===== src/rtl/ald_pkg.sv =====
// ald_pkg
// Shared constants for the ALD ladder-logic controller.
//   N_IN                  : number of conditioned input channels
//   DEBOUNCE_CYCLES_DEF   : default debounce window (10 ms at 50 MHz)
//   CH_*                  : channel indices into the input image, also used
//                           by the rung scanner to address contacts
package ald_pkg;

  localparam int N_IN                = 6;
  localparam int DEBOUNCE_CYCLES_DEF = 500000;

  localparam int CH_START = 0;
  localparam int CH_STOP  = 1;
  localparam int CH_TP1   = 2;
  localparam int CH_TP2   = 3;
  localparam int CH_TP3   = 4;
  localparam int CH_TR    = 5;

endpackage


===== src/rtl/ald_debounce_ch.sv =====
// ald_debounce_ch
// One input channel: 2-flop synchronizer on the inverted active-low input,
// a debounce counter and the accepted (stable) level.
// Ports:
//   clk         : system clock
//   rst         : asynchronous active-low reset
//   raw_n       : raw active-low input (released = 1)
//   stable      : registered debounced active-high level
//   stable_next : level stable takes on this edge (post-update value)
//   rise_ev     : stable goes 0->1 on this edge
//   fall_ev     : stable goes 1->0 on this edge
module ald_debounce_ch
  import ald_pkg::*;
#(
  parameter int DEBOUNCE_CYCLES = ald_pkg::DEBOUNCE_CYCLES_DEF,
  parameter int CNT_W           = $clog2(DEBOUNCE_CYCLES)
) (
  input  logic clk,
  input  logic rst,
  input  logic raw_n,
  output logic stable,
  output logic stable_next,
  output logic rise_ev,
  output logic fall_ev
);

  localparam logic [CNT_W-1:0] CNT_LAST = CNT_W'(DEBOUNCE_CYCLES - 1);
  localparam logic [CNT_W-1:0] CNT_ONE  = CNT_W'(1);
  localparam logic [CNT_W-1:0] CNT_ZERO = {CNT_W{1'b0}};

  logic             s1_r;
  logic             s2_r;
  logic             stable_r;
  logic [CNT_W-1:0] cnt_r;
  logic             accept_s;

  // Accept the synchronized level once it has differed for the full window.
  always_comb begin
    accept_s = 1'b0;
    if (s2_r != stable_r) begin
      if (cnt_r == CNT_LAST) begin
        accept_s = 1'b1;
      end else begin
        accept_s = 1'b0;
      end
    end else begin
      accept_s = 1'b0;
    end
  end

  // Synchronizer, debounce counter and stable level. Any sample that
  // agrees with stable restarts the count, so a bounce never accumulates.
  always_ff @(posedge clk or negedge rst) begin
    if (!rst) begin
      s1_r     <= 1'b0;
      s2_r     <= 1'b0;
      stable_r <= 1'b0;
      cnt_r    <= CNT_ZERO;
    end else begin
      s1_r <= ~raw_n;
      s2_r <= s1_r;
      if (accept_s) begin
        stable_r <= s2_r;
        cnt_r    <= CNT_ZERO;
      end else if (s2_r != stable_r) begin
        stable_r <= stable_r;
        cnt_r    <= cnt_r + CNT_ONE;
      end else begin
        stable_r <= stable_r;
        cnt_r    <= CNT_ZERO;
      end
    end
  end

  assign stable      = stable_r;
  assign stable_next = accept_s ? s2_r : stable_r;
  assign rise_ev     = accept_s & s2_r;
  assign fall_ev     = accept_s & ~s2_r;

endmodule


===== src/rtl/ald_input_conditioner.sv =====
// ald_input_conditioner
// Debounces the active-low controller inputs and freezes a PLC-style input
// image once per ladder scan. Edges between snapshots are accumulated so a
// short press/release is still seen by the scanner.
// Ports:
//   clk        : system clock
//   rst        : asynchronous active-low reset
//   raw_n      : raw active-low inputs (start, stop, tp1, tp2, tp3, tr)
//   scan_start : snapshot request from the rung scanner
//   live_level : debounced active-high levels, continuously updated
//   img_level  : levels frozen at the last snapshot
//   img_rise   : 0->1 seen since the previous snapshot
//   img_fall   : 1->0 seen since the previous snapshot
//   img_valid  : one-cycle pulse, a new image is on img_*
module ald_input_conditioner
  import ald_pkg::*;
#(
  parameter int N_IN            = ald_pkg::N_IN,
  parameter int DEBOUNCE_CYCLES = ald_pkg::DEBOUNCE_CYCLES_DEF,
  parameter int CNT_W           = $clog2(DEBOUNCE_CYCLES)
) (
  input  logic            clk,
  input  logic            rst,
  input  logic [N_IN-1:0] raw_n,
  input  logic            scan_start,
  output logic [N_IN-1:0] live_level,
  output logic [N_IN-1:0] img_level,
  output logic [N_IN-1:0] img_rise,
  output logic [N_IN-1:0] img_fall,
  output logic            img_valid
);

  logic [N_IN-1:0] stable_s;
  logic [N_IN-1:0] stable_next_s;
  logic [N_IN-1:0] rise_ev_s;
  logic [N_IN-1:0] fall_ev_s;

  logic [N_IN-1:0] acc_rise_r;
  logic [N_IN-1:0] acc_fall_r;
  logic [N_IN-1:0] img_level_r;
  logic [N_IN-1:0] img_rise_r;
  logic [N_IN-1:0] img_fall_r;
  logic            img_valid_r;

  for (genvar i = 0; i < N_IN; i++) begin : g_ch
    ald_debounce_ch #(
      .DEBOUNCE_CYCLES (DEBOUNCE_CYCLES),
      .CNT_W           (CNT_W)
    ) u_ch (
      .clk         (clk),
      .rst         (rst),
      .raw_n       (raw_n[i]),
      .stable      (stable_s[i]),
      .stable_next (stable_next_s[i]),
      .rise_ev     (rise_ev_s[i]),
      .fall_ev     (fall_ev_s[i])
    );
  end

  // Edge accumulators. An edge coinciding with scan_start goes straight
  // into that image, so the accumulators restart from zero.
  always_ff @(posedge clk or negedge rst) begin
    if (!rst) begin
      acc_rise_r <= {N_IN{1'b0}};
      acc_fall_r <= {N_IN{1'b0}};
    end else if (scan_start) begin
      acc_rise_r <= {N_IN{1'b0}};
      acc_fall_r <= {N_IN{1'b0}};
    end else begin
      acc_rise_r <= acc_rise_r | rise_ev_s;
      acc_fall_r <= acc_fall_r | fall_ev_s;
    end
  end

  // Snapshot registers: capture post-update levels and all pending edges.
  always_ff @(posedge clk or negedge rst) begin
    if (!rst) begin
      img_level_r <= {N_IN{1'b0}};
      img_rise_r  <= {N_IN{1'b0}};
      img_fall_r  <= {N_IN{1'b0}};
      img_valid_r <= 1'b0;
    end else if (scan_start) begin
      img_level_r <= stable_next_s;
      img_rise_r  <= acc_rise_r | rise_ev_s;
      img_fall_r  <= acc_fall_r | fall_ev_s;
      img_valid_r <= 1'b1;
    end else begin
      img_level_r <= img_level_r;
      img_rise_r  <= img_rise_r;
      img_fall_r  <= img_fall_r;
      img_valid_r <= 1'b0;
    end
  end

  assign live_level = stable_s;
  assign img_level  = img_level_r;
  assign img_rise   = img_rise_r;
  assign img_fall   = img_fall_r;
  assign img_valid  = img_valid_r;

endmodule


===== config.mk =====
export PLATFORM = sky130hd
export DESIGN_NAME = ald_input_conditioner
export DESIGN_NICKNAME = d
export VERILOG_FILES = /design/src/rtl/ald_pkg.sv /design/src/rtl/ald_debounce_ch.sv /design/src/rtl/ald_input_conditioner.sv
export SDC_FILE = /design/constraint.sdc
export NUM_CORES = 1
export LEC_CHECK = 0
export CORE_ASPECT_RATIO = 1.1
export CORE_MARGIN = 8
export CORE_UTILIZATION = 55
export DETAILED_ROUTE_END_ITERATION = 10
export GPL_TIMING_DRIVEN = 1
export PLACE_DENSITY = 0.73
export SYNTH_ARGS = -nofsm -noshare
export SYNTH_HDL_FRONTEND = slang
export SYNTH_SLANG_ARGS = --single-unit

===== constraint.sdc =====
create_clock -name clk -period 4.9 [get_ports clk]
set_input_delay 0.98 -clock clk [delete_from_list [all_inputs] [get_ports clk]]
set_output_delay 0.98 -clock clk [all_outputs]
set_load 0.02 [all_outputs]

==> metrics <==
syn_area_per_cell=9.88 um2; drt drc=0; CP Depth=1; Sink Count=163; Via-to-Cell Ratio=5.66; syn nets=797; cell area after layout=0.00870 mm2; Clock Pin Slew Worst Setup and Hold Paths=0.06 ns; largest net degree at the start of global routing=99; Hold Slack=0.356 ns; via count=5663; post_cts resized=0; FF+latch count, synth=163; area of the multi-input gates=0.00332 mm2; Max clock buf depth=2; first-pass GRT wire length=25900 um; Pwr Total=2.82 mW; Buffers & Inverters on Critical Path=1; synthesized cell area=0.00772 mm2; 1st-pass router iterations=5; Max Fclk=384 MHz; Sequential cell area=0.00408 mm2; post-route ant nets=0; GRT overflow=0; Final Hold Vio Count=0; share of layout cells above drive strength 1=0.0603; RSZ-0062 raised after global routing=no; kind of critical path=flop to output port; skew final=0.00668 ns; area delta synth->final=12.6%; worst hold path type=flop to flop; Synth Instances=782; Slew HR=0.183; Slew Limit Fails=0; crit path cell chain=clkdlybuf4s50_1; reg-to-reg endpoint=g_ch[0].u_ch.cnt_r[11]; Root Buffer=clkbuf_16; period utilisation layout=0.532; DP HPWL=9650 um; CP max-delay cell=clkdlybuf4s50_1; Total Routed Length=14700 um; Top Family by Delay on Critical Path=buffers and inverters; timing startpoint of the critical path=g_ch[2].u_ch.stable; Post CTS Setup Buffer Count=0; row count=45; Leak=3.50 nW; endpoint class of the critical path=output port; Placed Cells=968; Worst-Skew Late Latency=0.42 ns; DIE HEIGHT=140 um; maxcap violations=0; Tmin final=2.61 ns; WHS Path Cells=0; Most used DFF post-synth=dfrtp_1; critical path data required time=3.92 ns; CP startpoint kind=flop; run status=finished, final reports clean; sequential-to-total area share from yosys stat=0.528; Total GRT Usage=0.174; Crit path arrival time=1.63 ns; worst reg2reg startpoint=g_ch[0].u_ch.cnt_r[0]; Core Footprint=0.0138 mm2; Die X=129 um; Finished Layout Cells=1000; Worst R2R Setup Slack=2.47 ns; synth warn=0; Iter 0 DRT Violations=433; die area=0.0181 mm2; drt wl/cell=14.7 um; CTS Buf Count=17; CTS tree=yes; H-tree depth=4; R2R cell count=4; Post-synth EDFFs=0; Worst path max stage delay=0.70 ns; Worst VDD drop=0.188 mV; critical path fanouts, max=8; starting density of the core=0.560; IO buf count=33; Setup crit end=live_level[2]; gpl congestion=0.857; vias in the first global route=5568; # diodes=0; placed cell areas=0.00811 mm2; Setup-failing EPs final=0; Layout Nets=814; # IOs=34; hold_buf cts=0; Pwr per Cell Area=324 mW/mm2; worst-margin pin slew=1.22 ns; Filler cells=1098; ys async rst share=1.00; Sum Neg Setup Slack=0 ns; initial antenna violation count=0; number of distinct library cells after synthesis=48
[metrics by stage]
step,setup slack [ns],utilization
after detailed placement,2.38,0.588
after CTS,2.27,0.630
after global placement,2.51,0.588
after global routing,2.24,0.630
final,2.29,0.630
after floorplan,2.89,-
[report_power, final]
part           total [mW]  internal (mW)  leakage (nW)  switching, mW
registers            1.39           1.37          2.21         0.0234
logic               0.115         0.0384          1.00         0.0761
clock network        1.31          0.800         0.285          0.511
total                2.82           2.21          3.50          0.611
[logic make-up (layout without fill, tap and decap cells)]
logic type,Yosys count,count (layout),share of synthesized area
adder cells (fa/ha/maj),6,6,0.00972
AO/OA/AOI/OAI,84,84,0.0692
multiplexers,6,6,0.00794
buffers and inverters,73,103,0.0426
XOR/XNOR,87,87,0.0987
flip-flops,163,163,0.528
AND/OR/NAND/NOR,363,363,0.244
[registers in the layout (all words and copies together), names as in the netlist]
| signal | count |
|---|---|
| g_ch.u_ch.cnt_r | 114 |
| g_ch.u_ch.stable | 6 |
| img_fall | 6 |
| img_level | 6 |
| img_valid | 1 |
| acc_rise_r | 6 |
| acc_fall_r | 6 |
| g_ch.u_ch.s2_r | 6 |
| g_ch.u_ch.s1_r | 6 |
| img_rise | 6 |
[per-layer routing]
layer / GRT usage / share of wire / vias to the layer above
li1: - / - / 2772
met1: 0.223 / 0.45 / 2750
met2: 0.281 / 0.49 / 117
met3: 0.0364 / 0.039 / 24
met4: 0.0693 / 0.016 / 0
met5: 0 / 0 / -
[cell usage after synthesis, types with 7 or more instances]
library cell	instances	share of area
nand2_1	42	0.020
or2_2	11	0.0089
o31ai_1	10	0.0097
o41ai_1	7	0.0079
a41oi_1	8	0.0091
or4_1	15	0.015
nor3_1	20	0.013
or3_1	11	0.0089
nand3_1	50	0.032
nor2_1	122	0.059
o21ai_0	14	0.0091
a21oi_1	28	0.018
nor4_1	27	0.022
dfrtp_1	163	0.53
nand4_1	30	0.024
clkbuf_1	20	0.0097
inv_1	36	0.017
xor2_1	27	0.031
xnor2_1	60	0.068
buf_4	7	0.0068
[layout by cell type, fill, tap and decap left out, types with 3 or more instances in the layout]
cell,count
a21o_1,6
a21oi_1,28
a31oi_1,5
a41oi_1,8
and3_1,5
and4_1,5
clkbuf_16,17
clkbuf_8,4
clkdlybuf4s50_1,31
clkinv_2,4
clkinvlp_4,3
dfrtp_1,163
ha_1,6
inv_1,36
mux2i_1,5
nand2_1,42
nand3_1,50
nand4_1,30
nor2_1,122
nor3_1,20
nor4_1,27
nor4b_1,6
o21ai_0,14
o21ai_1,3
o31ai_1,10
o41ai_1,7
or2_2,11
or3_1,11
or4_1,15
xnor2_1,60
xor2_1,27
[final cells by class]
| class | instances | area share |
|---|---|---|
| clock buffers | 23 | 0.0561 |
| clock inverters | 9 | 0.0118 |
| inverters | 36 | 0.0155 |
| multi-input cells | 546 | 0.381 |
| flip-flops and latches | 163 | 0.469 |
| well taps | 188 | 0.0270 |
| repair buffers | 35 | 0.0393 |
[worst min path at each step]
stage / end / start / slack [ns]
after floorplan: g_ch[0].u_ch.s2_r / g_ch[0].u_ch.s1_r / 0.33
after global placement: g_ch[2].u_ch.s2_r / g_ch[2].u_ch.s1_r / 0.33
after detailed placement: g_ch[2].u_ch.s2_r / g_ch[2].u_ch.s1_r / 0.35
after CTS: g_ch[2].u_ch.s2_r / g_ch[2].u_ch.s1_r / 0.36
after global routing: g_ch[1].u_ch.s2_r / g_ch[1].u_ch.s1_r / 0.36
final: g_ch[2].u_ch.s2_r / g_ch[2].u_ch.s1_r / 0.36
Note: power is estimated with default switching activity, not from simulation.
